<file path="config.mk">
export PLATFORM = sky130hd
export DESIGN_NAME = mem_stage_lsu
export DESIGN_NICKNAME = d
export VERILOG_FILES = /design/src/rtl/mem_stage_lsu.sv
export SDC_FILE = /design/constraint.sdc
export NUM_CORES = 1
export LEC_CHECK = 0
export BUFFER_PORTS_ARGS = -buffer_cell sky130_fd_sc_hd__buf_2
export CORE_MARGIN = 2
export CORE_UTILIZATION = 35
export CTS_CLUSTER_SIZE = 14
export DETAILED_ROUTE_END_ITERATION = 10
export GPL_TIMING_DRIVEN = 0
export PLACE_DENSITY_LB_ADDON = 0.25
export SETUP_SLACK_MARGIN = 0.5
export SLEW_MARGIN = 20
export SYNTH_ARGS = -nofsm -noshare
export SYNTH_HDL_FRONTEND = slang
export SYNTH_SLANG_ARGS = --single-unit
</file>
<file path="constraint.sdc">
create_clock -name clk -period 22.6 [get_ports clk]
set_clock_uncertainty 0.15 [all_clocks]
set_input_delay 2.26 -clock clk [delete_from_list [all_inputs] [get_ports clk]]
set_output_delay 2.26 -clock clk [all_outputs]
set_load 0.05 [all_outputs]
</file>
<file path="src/rtl/mem_stage_lsu.sv">
// mem_stage_lsu -- MEM pipeline stage with a handshaked data-SRAM load/store unit.
//
// Sits between EX and WB. It holds one instruction and waits for that
// instruction's data_ok when EX issued a data-SRAM request for it. Sub-word
// loads and LWL/LWR merges are aligned here. A response that arrives while WB
// is stalled is kept in a one-entry buffer. Responses owed to loads that were
// flushed while in MEM are counted and discarded as they return. The stage
// also publishes forward/block information to ID.
//
// Ports:
//   clk, reset          clock; synchronous active-high reset
//   ws_allowin          WB can accept
//   ms_allowin          MEM can accept from EX
//   es_to_ms_valid/bus  EX output. From the LSB upward the bus holds pc,
//                       exe_result, rt_old, dest, gr_we, wait_data,
//                       res_from_mem and ld_type[2:0]. The top two bits are
//                       reserved and ignored.
//   ms_to_ws_valid/bus  MEM output {gr_we, dest, final_result, pc}
//   ms_flush            exception/eret flush; kills the MEM content
//   data_sram_data_ok   response strobe, one per request, in request order
//   data_sram_rdata     response data, valid with data_ok
//   ms_fwd_blk_bus      {1'b0, fwd_valid[3:0], blk, dest, fwd_data[31:0]}
//   ms_stall_cnt        cycles spent waiting on the data SRAM
//
// Optional build macro MS_PERF_STALL_CNT_EN: when it is defined, ms_stall_cnt
// is a free-running 32-bit counter that is cleared by reset only. When it is
// undefined, ms_stall_cnt is tied to zero.

module mem_stage_lsu #(
    parameter int DEST_WD     = 5,
    parameter int DROP_CNT_WD = 2
) (
    input  logic                     clk,
    input  logic                     reset,
    input  logic                     ws_allowin,
    output logic                     ms_allowin,
    input  logic                     es_to_ms_valid,
    input  logic [104+DEST_WD-1:0]   es_to_ms_bus,
    output logic                     ms_to_ws_valid,
    output logic [65+DEST_WD-1:0]    ms_to_ws_bus,
    input  logic                     ms_flush,
    input  logic                     data_sram_data_ok,
    input  logic [31:0]              data_sram_rdata,
    output logic [38+DEST_WD-1:0]    ms_fwd_blk_bus,
    output logic [31:0]              ms_stall_cnt
);

    localparam int ES_USED = 102 + DEST_WD;

    localparam logic [2:0] LD_LB  = 3'b001;
    localparam logic [2:0] LD_LBU = 3'b010;
    localparam logic [2:0] LD_LH  = 3'b011;
    localparam logic [2:0] LD_LHU = 3'b100;
    localparam logic [2:0] LD_LWL = 3'b101;
    localparam logic [2:0] LD_LWR = 3'b110;

    localparam logic [DROP_CNT_WD-1:0] DROP_MAX = '1;
    localparam logic [DROP_CNT_WD-1:0] DROP_ONE = {{(DROP_CNT_WD-1){1'b0}}, 1'b1};

    logic [ES_USED-1:0]      es_bus_r;
    logic                    ms_valid;
    logic                    buf_vld;
    logic [31:0]             buf_data;
    logic [DROP_CNT_WD-1:0]  drop_cnt;

    logic [2:0]              ld_type;
    logic                    res_from_mem;
    logic                    wait_data;
    logic                    gr_we;
    logic [DEST_WD-1:0]      dest;
    logic [31:0]             rt_old;
    logic [31:0]             exe_result;
    logic [31:0]             pc;

    logic                    es_wait_data;
    logic                    unused_es_hi;

    logic                    resp_live;
    logic                    resp_drop;
    logic                    resp_capture;
    logic                    ms_ready_go;
    logic                    ms_leave;
    logic                    drop_hold;
    logic                    drop_inc;
    logic [31:0]             resp_data;
    logic [1:0]              addr_lo;
    logic [7:0]              load_byte;
    logic [15:0]             load_half;
    logic [31:0]             load_value;
    logic [31:0]             final_result;
    logic                    fwd_v;
    logic                    blk;

    assign pc           = es_bus_r[31:0];
    assign exe_result   = es_bus_r[63:32];
    assign rt_old       = es_bus_r[95:64];
    assign dest         = es_bus_r[96 +: DEST_WD];
    assign gr_we        = es_bus_r[96+DEST_WD];
    assign wait_data    = es_bus_r[97+DEST_WD];
    assign res_from_mem = es_bus_r[98+DEST_WD];
    assign ld_type      = es_bus_r[99+DEST_WD +: 3];

    assign es_wait_data = es_to_ms_bus[97+DEST_WD];
    assign unused_es_hi = ^es_to_ms_bus[104+DEST_WD-1:ES_USED];

    // A response is live only when no response of a flushed load is still
    // outstanding ahead of it. Responses return in order, so all pending
    // drops are consumed first.
    assign resp_live    = data_sram_data_ok && (drop_cnt == '0);
    assign resp_drop    = data_sram_data_ok && (drop_cnt != '0);
    assign resp_capture = resp_live && ms_valid && wait_data && !buf_vld;

    assign ms_ready_go    = !wait_data || buf_vld || resp_live;
    assign ms_to_ws_valid = ms_valid && ms_ready_go;
    assign ms_leave       = ms_to_ws_valid && ws_allowin;

    // When the drop counter is full, a new requesting instruction could owe
    // a response that the counter can no longer track, so it is held in EX.
    assign drop_hold  = (drop_cnt == DROP_MAX) && es_to_ms_valid && es_wait_data;
    assign ms_allowin = (!ms_valid || (ms_ready_go && ws_allowin)) && !drop_hold;

    // A flushed load whose response has not yet returned leaves one response
    // in flight. That response must be discarded later.
    assign drop_inc = ms_flush && ms_valid && wait_data && !buf_vld && !resp_live
                      && (drop_cnt != DROP_MAX);

    always_ff @(posedge clk) begin
        if (reset) begin
            ms_valid <= 1'b0;
            buf_vld  <= 1'b0;
            drop_cnt <= '0;
        end else begin
            // Leaving is handled on its own so that the stage empties even
            // while a held-off entry keeps ms_allowin low.
            if (ms_flush) begin
                ms_valid <= 1'b0;
            end else if (ms_allowin) begin
                ms_valid <= es_to_ms_valid;
            end else if (ms_leave) begin
                ms_valid <= 1'b0;
            end

            if (ms_flush || ms_leave) begin
                buf_vld <= 1'b0;
            end else if (resp_capture) begin
                buf_vld <= 1'b1;
            end

            case ({drop_inc, resp_drop})
                2'b10:   drop_cnt <= drop_cnt + DROP_ONE;
                2'b01:   drop_cnt <= drop_cnt - DROP_ONE;
                default: drop_cnt <= drop_cnt;
            endcase
        end
    end

    always_ff @(posedge clk) begin
        if (resp_capture) begin
            buf_data <= data_sram_rdata;
        end
        if (es_to_ms_valid && ms_allowin && !ms_flush) begin
            es_bus_r <= es_to_ms_bus[ES_USED-1:0];
        end
    end

    assign resp_data = buf_vld ? buf_data : data_sram_rdata;
    assign addr_lo   = exe_result[1:0];
    assign load_half = addr_lo[1] ? resp_data[31:16] : resp_data[15:0];

    always_comb begin
        load_byte = resp_data[7:0];
        case (addr_lo)
            2'd1:    load_byte = resp_data[15:8];
            2'd2:    load_byte = resp_data[23:16];
            2'd3:    load_byte = resp_data[31:24];
            default: load_byte = resp_data[7:0];
        endcase
    end

    always_comb begin
        load_value = resp_data;
        case (ld_type)
            LD_LB:   load_value = {{24{load_byte[7]}}, load_byte};
            LD_LBU:  load_value = {24'h000000, load_byte};
            LD_LH:   load_value = {{16{load_half[15]}}, load_half};
            LD_LHU:  load_value = {16'h0000, load_half};
            LD_LWL: begin
                case (addr_lo)
                    2'd0:    load_value = {resp_data[7:0],  rt_old[23:0]};
                    2'd1:    load_value = {resp_data[15:0], rt_old[15:0]};
                    2'd2:    load_value = {resp_data[23:0], rt_old[7:0]};
                    default: load_value = resp_data;
                endcase
            end
            LD_LWR: begin
                case (addr_lo)
                    2'd0:    load_value = resp_data;
                    2'd1:    load_value = {rt_old[31:24], resp_data[31:8]};
                    2'd2:    load_value = {rt_old[31:16], resp_data[31:16]};
                    default: load_value = {rt_old[31:8],  resp_data[31:24]};
                endcase
            end
            default: load_value = resp_data;
        endcase
    end

    assign final_result = res_from_mem ? load_value : exe_result;
    assign ms_to_ws_bus = {gr_we, dest, final_result, pc};

    assign fwd_v = ms_valid && gr_we && ms_ready_go;
    assign blk   = ms_valid && gr_we && res_from_mem && !ms_ready_go;
    assign ms_fwd_blk_bus = {1'b0, {4{fwd_v}}, blk, dest, final_result};

`ifdef MS_PERF_STALL_CNT_EN
    logic [31:0] stall_cnt_q;

    always_ff @(posedge clk) begin
        if (reset) begin
            stall_cnt_q <= 32'd0;
        end else if (ms_valid && wait_data && !ms_ready_go) begin
            stall_cnt_q <= stall_cnt_q + 32'd1;
        end
    end

    assign ms_stall_cnt = stall_cnt_q;
`else
    assign ms_stall_cnt = 32'd0;
`endif

endmodule

</file>
Word-level counts from Yosys, hierarchy flattened
Index checks and enable logic that the tools add are counted.

Word-level logic and storage cells: 70. Bits in registers: 143. Input bits: 147. Output and inout bits: 147.

Reductions and logical operators: 40. Muxes and demuxes: 10. Equal/unequal tests: 13. Add/subtract/negate cells: 2.

Operator list (number): case mux 32 bit (3 select lines) (2); case mux 32 bit (6 select lines) (1); 2-to-1 mux 32 bit (2); case mux 8 bit (3 select lines) (1); logical AND 1 bit (22); 2-to-1 mux 16 bit (1); equality test 3 bit, second input constant (3); equality test 2 bit, second input constant (4); logical NOT 1 bit (7); equality test 3 x 2 -> 1 bit, second input constant (2); nonzero test 2 bit (3); equality test 2 x 1 -> 1 bit, second input constant (2); logical NOT 2 bit (2); logical OR 1 bit (4); case mux 2 bit (2 select lines) (1); OR reduction 2 bit (2); equality test 3 x 1 -> 1 bit, second input constant (1); adder 2 x 1 -> 2 bit, second input constant (1); 2-to-1 mux 1 bit (2); != test 2 bit, second input constant (1); subtractor 2 x 1 -> 2 bit, second input constant (1).

Logic depth before layout (Yosys ltp)
Gate-level depths: netlist of run 1.

Depth after elaboration: 8. Mapped depth: 9. Gate-level depth less buffers: 7.

Least setup slack after synthesis of run 1
OpenSTA, ideal clock, no wires.

Kind: input -> register. From: in data_sram_data_ok. To: reg es_bus_r[0] (enable). Library setup time: 0.728 ns. Arrival time: 10.947 ns. Setup slack: 10.775 ns. Stages: 4. Data required time: 21.722 ns. Path buffers: 0. Path through: or3b_2 > and3b_1 > o21ai_0 > nor3b_1.

Word-level cells in the longest chain between the ends: 7.

Ends and longest elaborated chain: start, declared (RTL line 42) `input logic data_sram_data_ok,`; logical AND 1 bit (RTL line 109) `assign resp_live = data_sram_data_ok && (drop_cnt == '0);`; logical OR 1 bit (RTL line 113) `assign ms_ready_go = !wait_data || buf_vld || resp_live;`; logical AND 1 bit (RTL line 120) `assign ms_allowin = (!ms_valid || (ms_ready_go && ws_allowin)) && !drop_hold;`; logical OR 1 bit (RTL line 120); logical AND 1 bit (RTL line 120); logical AND 1 bit (2 in series) (RTL line 161) `if (es_to_ms_valid && ms_allowin && !ms_flush) begin`; end signal, assigned (RTL line 162) `es_bus_r <= es_to_ms_bus[ES_USED-1:0];`; end, declared (RTL line 60) `logic [ES_USED-1:0] es_bus_r;`.

Every way passes these cells. A chain may end at the register's enable or synchronous reset.

Worst setup path after layout of run 1
From: in data_sram_rdata[31]. To: out ms_to_ws_bus[47].

Word-level cells in the longest chain between the ends: 4. Elaborated cells between the ends (all ways): 6. Those cells by class: mux (6).

Ends and longest elaborated chain: start, declared (RTL line 43) `input logic [31:0] data_sram_rdata,`; 2-to-1 mux 32 bit * (RTL line 166) `assign resp_data = buf_vld ? buf_data : data_sram_rdata;`; case mux 32 bit (3 select lines), or another cell as far along (RTL line 196) `case (addr_lo)`; case mux 32 bit (6 select lines) * (RTL line 182) `case (ld_type)`; 2-to-1 mux 32 bit * (RTL line 207) `assign final_result = res_from_mem ? load_value : exe_result;`; end, declared (RTL line 40) `output logic [65+DEST_WD-1:0] ms_to_ws_bus,`.

Mark *: on every way between the ends. The rest lies on a longest branch, timed or not.

==> reports/metrics.cfg, run 1 <==
[status]
outcome=completed

[timing]
max_slew_margin=0.4739
grt_setup_unrepaired=no
setup-violations-final=0
min_period_over_period=0.3088
timing.final.crit_period_ns=6.978
max_slew_violation_count=0
fmaxAchievable_mhz=143.3
fin_tns_setup_ns=0
timing_worst_slew_pin_value_ns=0.7844
finalHoldViolCount=0

[clocking]
post_cts_hold_buffer_count=0
ctsHtreeMaxLevel=4
cells_resized_by_post_cts_repair=0
cts_setup_buffers=0
cts.sinks=143
cts.clk_slew.worst_paths_ns=0.06
clock_latency_ns=0.43
clock_tree.buffer_depth=2
tritoncts.num_buffers=17
clock_tree_from_tritoncts=done
ctsRootBufferMaster=clkbuf_16

[yosys]
synthTopCellsByArea=edfxtp_1, buf_4, mux2i_1
biggest_area_consumer_among_synthesized_cells=edfxtp_1
post_synth_num_cell_types=57
ys_seq_area_frac=0.5244
yosysWarningCount=0
ys_seq_elements=143
synth-edff-count=139
share_of_synthesized_flip_flops_with_an_asynchronous_set_or_reset=0
syn_area_mm2=0.008112
dominantRegCellSynth=edfxtp_1
synth_most_common_cell=edfxtp_1
synth_top_cell_area_share=0.5146
postSynthAreaPerCell_um2=11.84
cell_types_with_the_highest_counts_after_synthesis=edfxtp_1, buf_4, mux2i_1
post_synth_inst_count=685

[setup_path]
worstSetupEndpointType=output pin
cp_data_arrival_time_ns=4.57
data_required_time_at_the_worst_endpoint_ns=20.19
worst_setup_path_start_kind=input port
criticalPathCategory=in -> out
path_max_fanout=9

[drt]
detailedRoute.firstIterationViolations=494
routed_wire_length_per_instance_um=20.52
ant_nets=0
route.detailed.drc=0
viasPerCell=5.183
dr_total_vias=6759
drt_pass1_iterations=5
detail_route.wirelength_um=26750

[global_route]
grt_util_all_layers=0.2165
grt_pass1_vias=6642
global_route.overflow_total=0
grt_antenna_before_repair=2
largest_net_degree_at_the_start_of_global_routing=23
grt_pass1_wl_um=38500

[power]
power.switching_fraction=0.3242
power.share.clock=0.361
pwr_density_cell_mw_per_mm2=69.66
total_leakage_power_uw=0.004317
seqPwrFrac=0.416
intPower_uw=497.3
power.switching_uw=238.5
share_comb_of_total_power=0.223
vdd.ir_drop.worst_mv=0.04638

[floorplanning]
pin_count=294
start_util=0.3572
die_area_mm2=0.02441
fp.dieH_um=156.2
fp.coreArea_mm2=0.02271
num_rows=55
fp.dieW_um=156.2

[cells_and_area]
layoutNonFillerInstCount=1304
layout-drive-gt1-share=0.4661
antenna_cells_inserted=0
growth_of_design_area_from_synthesis_to_finish_pct=30.22
num-nets-final=1154
n_fill_cell=2184

[placed_design]
place_inst=1272
portBuffers=258
routabilityCongestion=0.8836
dpl.hpwl_um=20550

[worst_hold_path]
min-delay-path-class=reg -> reg

[job]
drv.max_cap_violation_count=0

==> cells in the final DEF, fill, tap and decap left out, types with 8 or more instances in the layout <==
cell type    n
nor2_1      27
a31o_2      12
mux2_2       8
nand3_1     20
nand2_1     34
a21oi_1     16
conb_1      33
o21ai_0     11
mux4_2       9
nand2b_1    11
buf_4      128
buf_2      267
mux2i_1     61
inv_1       11
a31oi_1     32
a221oi_1     9
o22ai_1     18
edfxtp_1   139
nor2b_1     10
clkbuf_16   17
clkbuf_1    23
==> per-stage QoR <==
step           hold slack (ns)    util  total power (uW)  instance area [um2]  worst slack (ns)
2_1_floorplan           0.3360       -             430.2                 8232             10.77
3_3_place_gp            0.3664  0.4350             475.8                 9879             6.887
3_5_place_dp            0.3751  0.4408             475.1                10010             15.69
4_1_cts                 0.3859  0.4651             742.8                10560             15.66
5_1_grt                 0.4148  0.4651             761.5                10560             15.61
6_report                0.3820  0.4651             735.8                10560             15.62
==> cells by family after synthesis <==
group / synth area share
AO/OA/AOI/OAI: 0.1323
AND/OR/NAND/NOR: 0.09116
XOR/XNOR: 0.002160
flip-flops: 0.5244
buffers and inverters: 0.1347
adder cells (fa/ha/maj): 0.001542
other: 0.0004623
multiplexers: 0.1132
==> critical path, stage by stage <==
cell and delay, ns:
buf_2 0.13, mux2_4 0.30, mux4_2 0.58, a21oi_2 0.53, a31oi_1 0.34, buf_4 0.23
buf_2 0.20
==> routing by layer <==
layer,GRT usage,wire (um)
met3,0.05262,2378
met1,0.2632,10420
met4,0.09393,893
met5,0,11
met2,0.3668,13050
==> state kept, by name (all words and copies together), names as in the netlist <==
signal and cells:
es_bus_r 107, buf_vld 1, buf_data 32, ms_valid 1
drop_cnt 2
==> worst paths after layout <==
path                       startpoint               end  slack, ns  cells after the start
setup reg to reg          drop_cnt[0]      es_bus_r[10]      19.15                      8
setup / recovery  data_sram_rdata[31]  ms_to_ws_bus[47]      15.62                      7
hold reg to reg           drop_cnt[1]       drop_cnt[1]       0.38                      2
hold / removal            drop_cnt[1]       drop_cnt[1]       0.38                      2
==> area by class of cell <==
cell class	count	area [um2]	area share
flip-flops and latches	143	4254	0.4027
multi-input cells	408	2903	0.2748
repair buffers	270	1405	0.1330
plain buffers	153	1044	0.09879
clock buffers	18	429.2	0.04063
well taps	285	356.6	0.03376
clock inverters	14	122.6	0.01161
inverters	13	48.80	0.004620
==> power by group through the flow <==
stage          Sequential, uW  Clock (uW)  Combinational, uW
2_1_floorplan             313           0                118
5_1_grt                   307         282                172
6_report                  306         266                164
3_5_place_dp              312           0                163
3_3_place_gp              316           0                160
4_1_cts                   306         273                164
Power figures use the tool's default switching activity.
==> run 2: changes to the inputs <==
clock period = 6.3 ns   (was 22.6 ns; I/O delays follow)
==> reports/metrics.cfg, run 2 (same netlist as run 1, synthesis figures left out) <==
[clocking]
ctsRootBufferMaster=clkbuf_16  ; unchanged
cells_resized_by_post_cts_repair=0  ; unchanged
tritoncts.num_buffers=17  ; unchanged
cts_setup_buffers=0  ; unchanged
post_cts_hold_buffer_count=0  ; unchanged
clock_tree_from_tritoncts=done  ; unchanged
clock_tree.buffer_depth=2  ; unchanged
clock_latency_ns=0.44  ; was 0.43 ns
cts.sinks=143  ; unchanged
ctsHtreeMaxLevel=4  ; unchanged
cts.clk_slew.worst_paths_ns=0.08  ; was 0.06 ns

[cells_and_area]
n_fill_cell=2218  ; was 2184
num-nets-final=1151  ; was 1154
top_register=es_bus_r  ; unchanged
util_after_layout=0.4675  ; was 0.4651
multi_input_area_mm2=0.002909  ; was 0.002903 mm2
growth_of_design_area_from_synthesis_to_finish_pct=30.88  ; was 30.22%
final_cell_mix=buf_2, edfxtp_1, buf_4  ; unchanged
largest_register_ff_count=107  ; unchanged
layout-drive-gt1-share=0.4646  ; was 0.4661
final_common_cell=buf_2  ; unchanged
sequential_cell_area_mm2=0.004254  ; unchanged
top_regs=es_bus_r (107), buf_data (32), drop_cnt (2)  ; unchanged

[timing]
timing_worst_slew_pin_value_ns=0.9281  ; was 0.7844 ns
setup-violations-final=0  ; unchanged
max_slew_violation_count=0  ; unchanged
fmaxAchievable_mhz=227.9
timing.final.crit_period_ns=4.388
whs_ns=0.2072  ; was 0.3820 ns
min_period_over_period=0.6964
finalHoldViolCount=0  ; unchanged
max_slew_margin=0.3776  ; was 0.4739
grt_setup_unrepaired=no  ; unchanged

[drt]
detailedRoute.firstIterationViolations=589  ; was 494
wl_met3_um=2716  ; was 2378 um
met1_length_um=10440  ; was 10420 um
drt_pass1_iterations=7  ; was 5
route.met2.wl_um=12930  ; was 13050 um
detail_route.wirelength_um=26860  ; was 26750 um
top_signal_layer_used=met5  ; unchanged
viasPerCell=5.163  ; was 5.183
route.detailed.drc=0  ; unchanged
dr_total_vias=6728  ; was 6759
ant_nets=0  ; unchanged
routed_wire_length_per_instance_um=20.61  ; was 20.52 um

[status]
outcome=completed  ; unchanged

[placed_design]
dpl.hpwl_um=20540  ; was 20550 um
portBuffers=258  ; unchanged
routabilityCongestion=0.9117  ; was 0.8836

[global_route]
largest_net_degree_at_the_start_of_global_routing=22  ; was 23
grt_util_all_layers=0.2186  ; was 0.2165
grt_pass1_vias=6488  ; was 6642
global_route.overflow_total=0  ; unchanged
grt_antenna_before_repair=2  ; unchanged
grt_pass1_wl_um=38710  ; was 38500 um

[power]
total_leakage_power_uw=0.004334  ; was 0.004317 uW
pwr_density_cell_mw_per_mm2=255.7  ; was 69.66 mW/mm2
power_uw=2714  ; was 735.8 uW
vdd.ir_drop.worst_mv=0.1676  ; was 0.04638 mV

[setup_path]
regToRegSetupSlack_ns=3.12  ; was 19.15 ns
worst_setup_path_start_kind=flip-flop  ; was input port
data_required_time_at_the_worst_endpoint_ns=5.52  ; was 20.19 ns
path_max_fanout=10  ; was 9
cp_data_arrival_time_ns=3.61  ; was 4.57 ns
criticalPathCategory=reg -> out  ; was in -> out
worstSetupEndpointType=output pin  ; unchanged

[floorplanning]
start_util=0.3572  ; unchanged
fp.dieH_um=156.2  ; unchanged
pin_count=294  ; unchanged
fp.dieW_um=156.2  ; unchanged
fp.coreArea_mm2=0.02271  ; unchanged
num_rows=55  ; unchanged
die_area_mm2=0.02441  ; unchanged

[worst_hold_path]
min-delay-path-class=in -> reg  ; was reg -> reg

[job]
drv.max_cap_violation_count=0  ; unchanged

-- run 2: cell types whose count changed in the layout (fill, tap and decap cells not counted), sizes merged --
| cell | previous run | this run |
|---|---|---|
| bufinv | 0 | 1 |
| buf | 401 | 398 |
| clkinv | 5 | 4 |
| diode | 0 | 2 |
| inv | 19 | 21 |
| clkinvlp | 3 | 1 |
-- run 2: routing by layer --
metal,up-vias,GRT usage
met5,-,0
met4,2,0.08781
met3,54,0.05954
met2,434,0.3666
met1,3122,0.2678
li1,3116,-
-- run 2: stage by stage --
stage	worst slack [ns]	setup TNS, ns	instance area [um2]	cells
4_1_cts	1.967	0	10610	1301
3_3_place_gp	-0.08257	-7.619	9891	1260
6_report	1.912	0	10620	1303
5_1_grt	1.747	0	10610	1301
2_1_floorplan	1.404	0	8243	717
3_5_place_dp	2.473	0	10020	1269
-- run 2: worst max-delay path, stage by stage, from the launching register on --
cell	delay (ns)
edfxtp_1	0.33
buf_4	0.20
buf_4	0.25
buf_2	0.31
nand2_1	0.32
clkbuf_1	0.41
o22ai_1	0.32
o21ai_0	0.13
a31oi_1	0.45
buf_4	0.19
buf_2	0.25
-- run 2: cell type report --
cell class                      count  share of cell area
Inverter                           13            0.004596
Antenna cell                        2           0.0004714
Sequential cell                   143              0.4007
Clock buffer                       18             0.04042
Multi-Input combinational cell    408              0.2740
Timing Repair Buffer              267              0.1324
Buffer                            153             0.09829
Clock inverter                     14             0.01556
Tap cell                          285             0.03359
-- run 2: final timing paths --
check / startpoint / to / depth (start not counted)
worst min-delay path: es_to_ms_bus[38] / es_bus_r[38] / 1
worst min register to register: drop_cnt[1] / drop_cnt[1] / 2
worst max-delay path: es_bus_r[33] / ms_to_ws_bus[47] / 10
worst max register to register: drop_cnt[0] / es_bus_r[81] / 8
-- run 2: where the power goes --
| part | internal (uW) | switching, uW | total, uW |
|---|---|---|---|
| Clock | 568 | 458 | 1030 |
| Sequential | 1080 | 14.5 | 1100 |
| Combinational | 183 | 407 | 590 |
| Total | 1830 | 879 | 2710 |
==> run 3: changes to the inputs <==
clock period = 3.54 ns   (was 6.3 ns; I/O delays follow)
==> reports/metrics.cfg, run 3 (same netlist as run 1, synthesis figures left out) <==
[floorplanning]
die_area_mm2=0.02441  ; unchanged
num_rows=55  ; unchanged
start_util=0.3572  ; unchanged
pin_count=294  ; unchanged
fp.dieW_um=156.2  ; unchanged
fp.coreArea_mm2=0.02271  ; unchanged
fp.dieH_um=156.2  ; unchanged

[clocking]
clock_tree.buffer_depth=2  ; unchanged
cts.sinks=143  ; unchanged
cts.clk_slew.worst_paths_ns=0.06  ; was 0.08 ns
tritoncts.num_buffers=17  ; unchanged
clock_latency_ns=0.42  ; was 0.44 ns
ctsHtreeMaxLevel=4  ; unchanged
ctsRootBufferMaster=clkbuf_16  ; unchanged
clock_tree_from_tritoncts=done  ; unchanged

[timing]
setup-violations-final=0  ; unchanged
grt_setup_unrepaired=yes  ; was no
timing.final.crit_period_ns=3.274
finalHoldViolCount=0  ; unchanged
fin_tns_setup_ns=0  ; unchanged
max_slew_margin=0.6058  ; was 0.3776
max_slew_violation_count=0  ; unchanged
min_period_over_period=0.9249
fmaxAchievable_mhz=305.4
timing_worst_slew_pin_value_ns=0.5913  ; was 0.9281 ns

[setup_path]
r2r-end=es_bus_r[89]  ; was es_bus_r[81]
timing.critical_path.from=buf_vld  ; was es_bus_r[33]
cp_data_arrival_time_ns=2.77  ; was 3.61 ns
path_max_fanout=10  ; unchanged
critPathCapture=ms_to_ws_bus[41]  ; was ms_to_ws_bus[47]
criticalPathCategory=reg -> out  ; unchanged
worstSetupEndpointType=output pin  ; unchanged
regToRegSetupSlack_ns=0.67  ; was 3.12 ns
data_required_time_at_the_worst_endpoint_ns=3.04  ; was 5.52 ns
worst-r2r-cell-count=8  ; unchanged
worst_setup_path_start_kind=flip-flop  ; unchanged
reg2reg_from=drop_cnt[1]  ; was drop_cnt[0]

[drt]
detailedRoute.firstIterationViolations=619  ; was 589
dr_total_vias=7570  ; was 6728
routed_wire_length_per_instance_um=20.41  ; was 20.61 um
ant_nets=0  ; unchanged
route.detailed.drc=0  ; unchanged
viasPerCell=5.171  ; was 5.163
detail_route.wirelength_um=29880  ; was 26860 um
drt_pass1_iterations=6  ; was 7

[global_route]
grt_pass1_wl_um=43570  ; was 38710 um
grt_util_all_layers=0.2397  ; was 0.2186
largest_net_degree_at_the_start_of_global_routing=24  ; was 22
grt_antenna_before_repair=0  ; was 2
global_route.overflow_total=0  ; unchanged
grt_pass1_vias=7784  ; was 6488

[power]
pwr_density_cell_mw_per_mm2=385.4  ; was 255.7 mW/mm2
power_uw=5228  ; was 2714 uW
total_leakage_power_uw=0.005422  ; was 0.004334 uW
vdd.ir_drop.worst_mv=0.2945  ; was 0.1676 mV

[status]
outcome=completed  ; unchanged

[placed_design]
portBuffers=258  ; unchanged
dpl.hpwl_um=20390  ; was 20540 um
routabilityCongestion=0.9053  ; was 0.9117

[cells_and_area]
growth_of_design_area_from_synthesis_to_finish_pct=67.21  ; was 30.88%
num-nets-final=1314  ; was 1151
largest_register_ff_count=107  ; unchanged
layout-drive-gt1-share=0.5021  ; was 0.4646
final_common_cell=buf_2  ; unchanged
top_register=es_bus_r  ; unchanged
top_regs=es_bus_r (107), buf_data (32), drop_cnt (2)  ; unchanged
final_cell_mix=buf_2, edfxtp_1, dlygate4sd3_1  ; was buf_2, edfxtp_1, buf_4
antenna_cells_inserted=0  ; was 2
util_after_layout=0.5972  ; was 0.4675

[worst_hold_path]
min-delay-path-class=in -> reg  ; unchanged

[job]
drv.max_cap_violation_count=0  ; unchanged

-- run 3: cell types whose count changed in the layout (fill, tap and decap cells not counted), moves of 19 or more --
cell           previous run  this run
buf_8                     1        29
a31oi_1                  32         7
buf_6                     9        72
buf_2                   267       201
a31oi_4                   0        25
dlygate4sd3_1             0       133
mux2i_1                  61        42
-- run 3: how the worst min path moves through the flow --
stage	startpoint	endpoint	slack [ns]	cells after the start
6_report	data_sram_rdata[22]	buf_data[22]	0.02	1
5_1_grt	data_sram_rdata[26]	buf_data[26]	0.004	1
4_1_cts	data_sram_rdata[28]	buf_data[28]	0.0009	1
3_5_place_dp	drop_cnt[1]	drop_cnt[1]	0.37	2
3_3_place_gp	drop_cnt[1]	drop_cnt[1]	0.35	2
2_1_floorplan	reset	drop_cnt[1]	0.27	1
-- run 3: area by class of cell --
type                            count  area [um2]
Fill cell                        1840        9146
Sequential cell                   143        4258
Multi-Input combinational cell    408        3570
Timing Repair Buffer              430        3487
Buffer                            153        1254
Clock buffer                       18       429.2
Tap cell                          285       356.6
Clock inverter                     14       155.1
Inverter                           13       53.80
-- run 3: metal layers --
layer	vias up	wire length, um	GRT usage
li1	3445	-	-
met1	3642	11690	0.2924
met2	404	14750	0.4020
met3	79	2138	0.04708
met4	0	1309	0.1280
met5	-	0	0
-- run 3: per-stage QoR --
step,setup slack (ns),hold slack [ns],std cells,cell area (um2)
3_5_place_dp,0.08666,0.3666,1269,10210
2_1_floorplan,-0.8770,0.2657,717,8418
4_1_cts,0.2765,0.0009349,1452,12990
5_1_grt,0.2267,0.004248,1464,13560
6_report,0.2657,0.01648,1464,13560
3_3_place_gp,-2.341,0.3490,1260,10070
-- run 3: report_power, final --
| group | switching (uW) | internal (uW) | total (uW) |
|---|---|---|---|
| sequential | 28.7 | 1930 | 1960 |
| clock | 767 | 1050 | 1820 |
| combinational | 837 | 615 | 1450 |
| total | 1630 | 3590 | 5230 |
-- run 3: critical path, cell delays in order (launching register included) --
cell,delay (ns)
dfxtp_2,0.35
buf_8,0.14
buf_4,0.26
buf_6,0.24
mux2i_1,0.30
o22ai_1,0.13
a32oi_1,0.40
a31oi_4,0.18
buf_4,0.16
buf_4,0.18
-- run 3: repair_timing --
action	in CTS	in global routing
hold endpoints to repair	135	0
resized for setup	195	134
buffers inserted	17	12
hold buffers	133	0
pin swaps	10	23
endpoints found under the setup margin	65	64
gates cloned	1	0
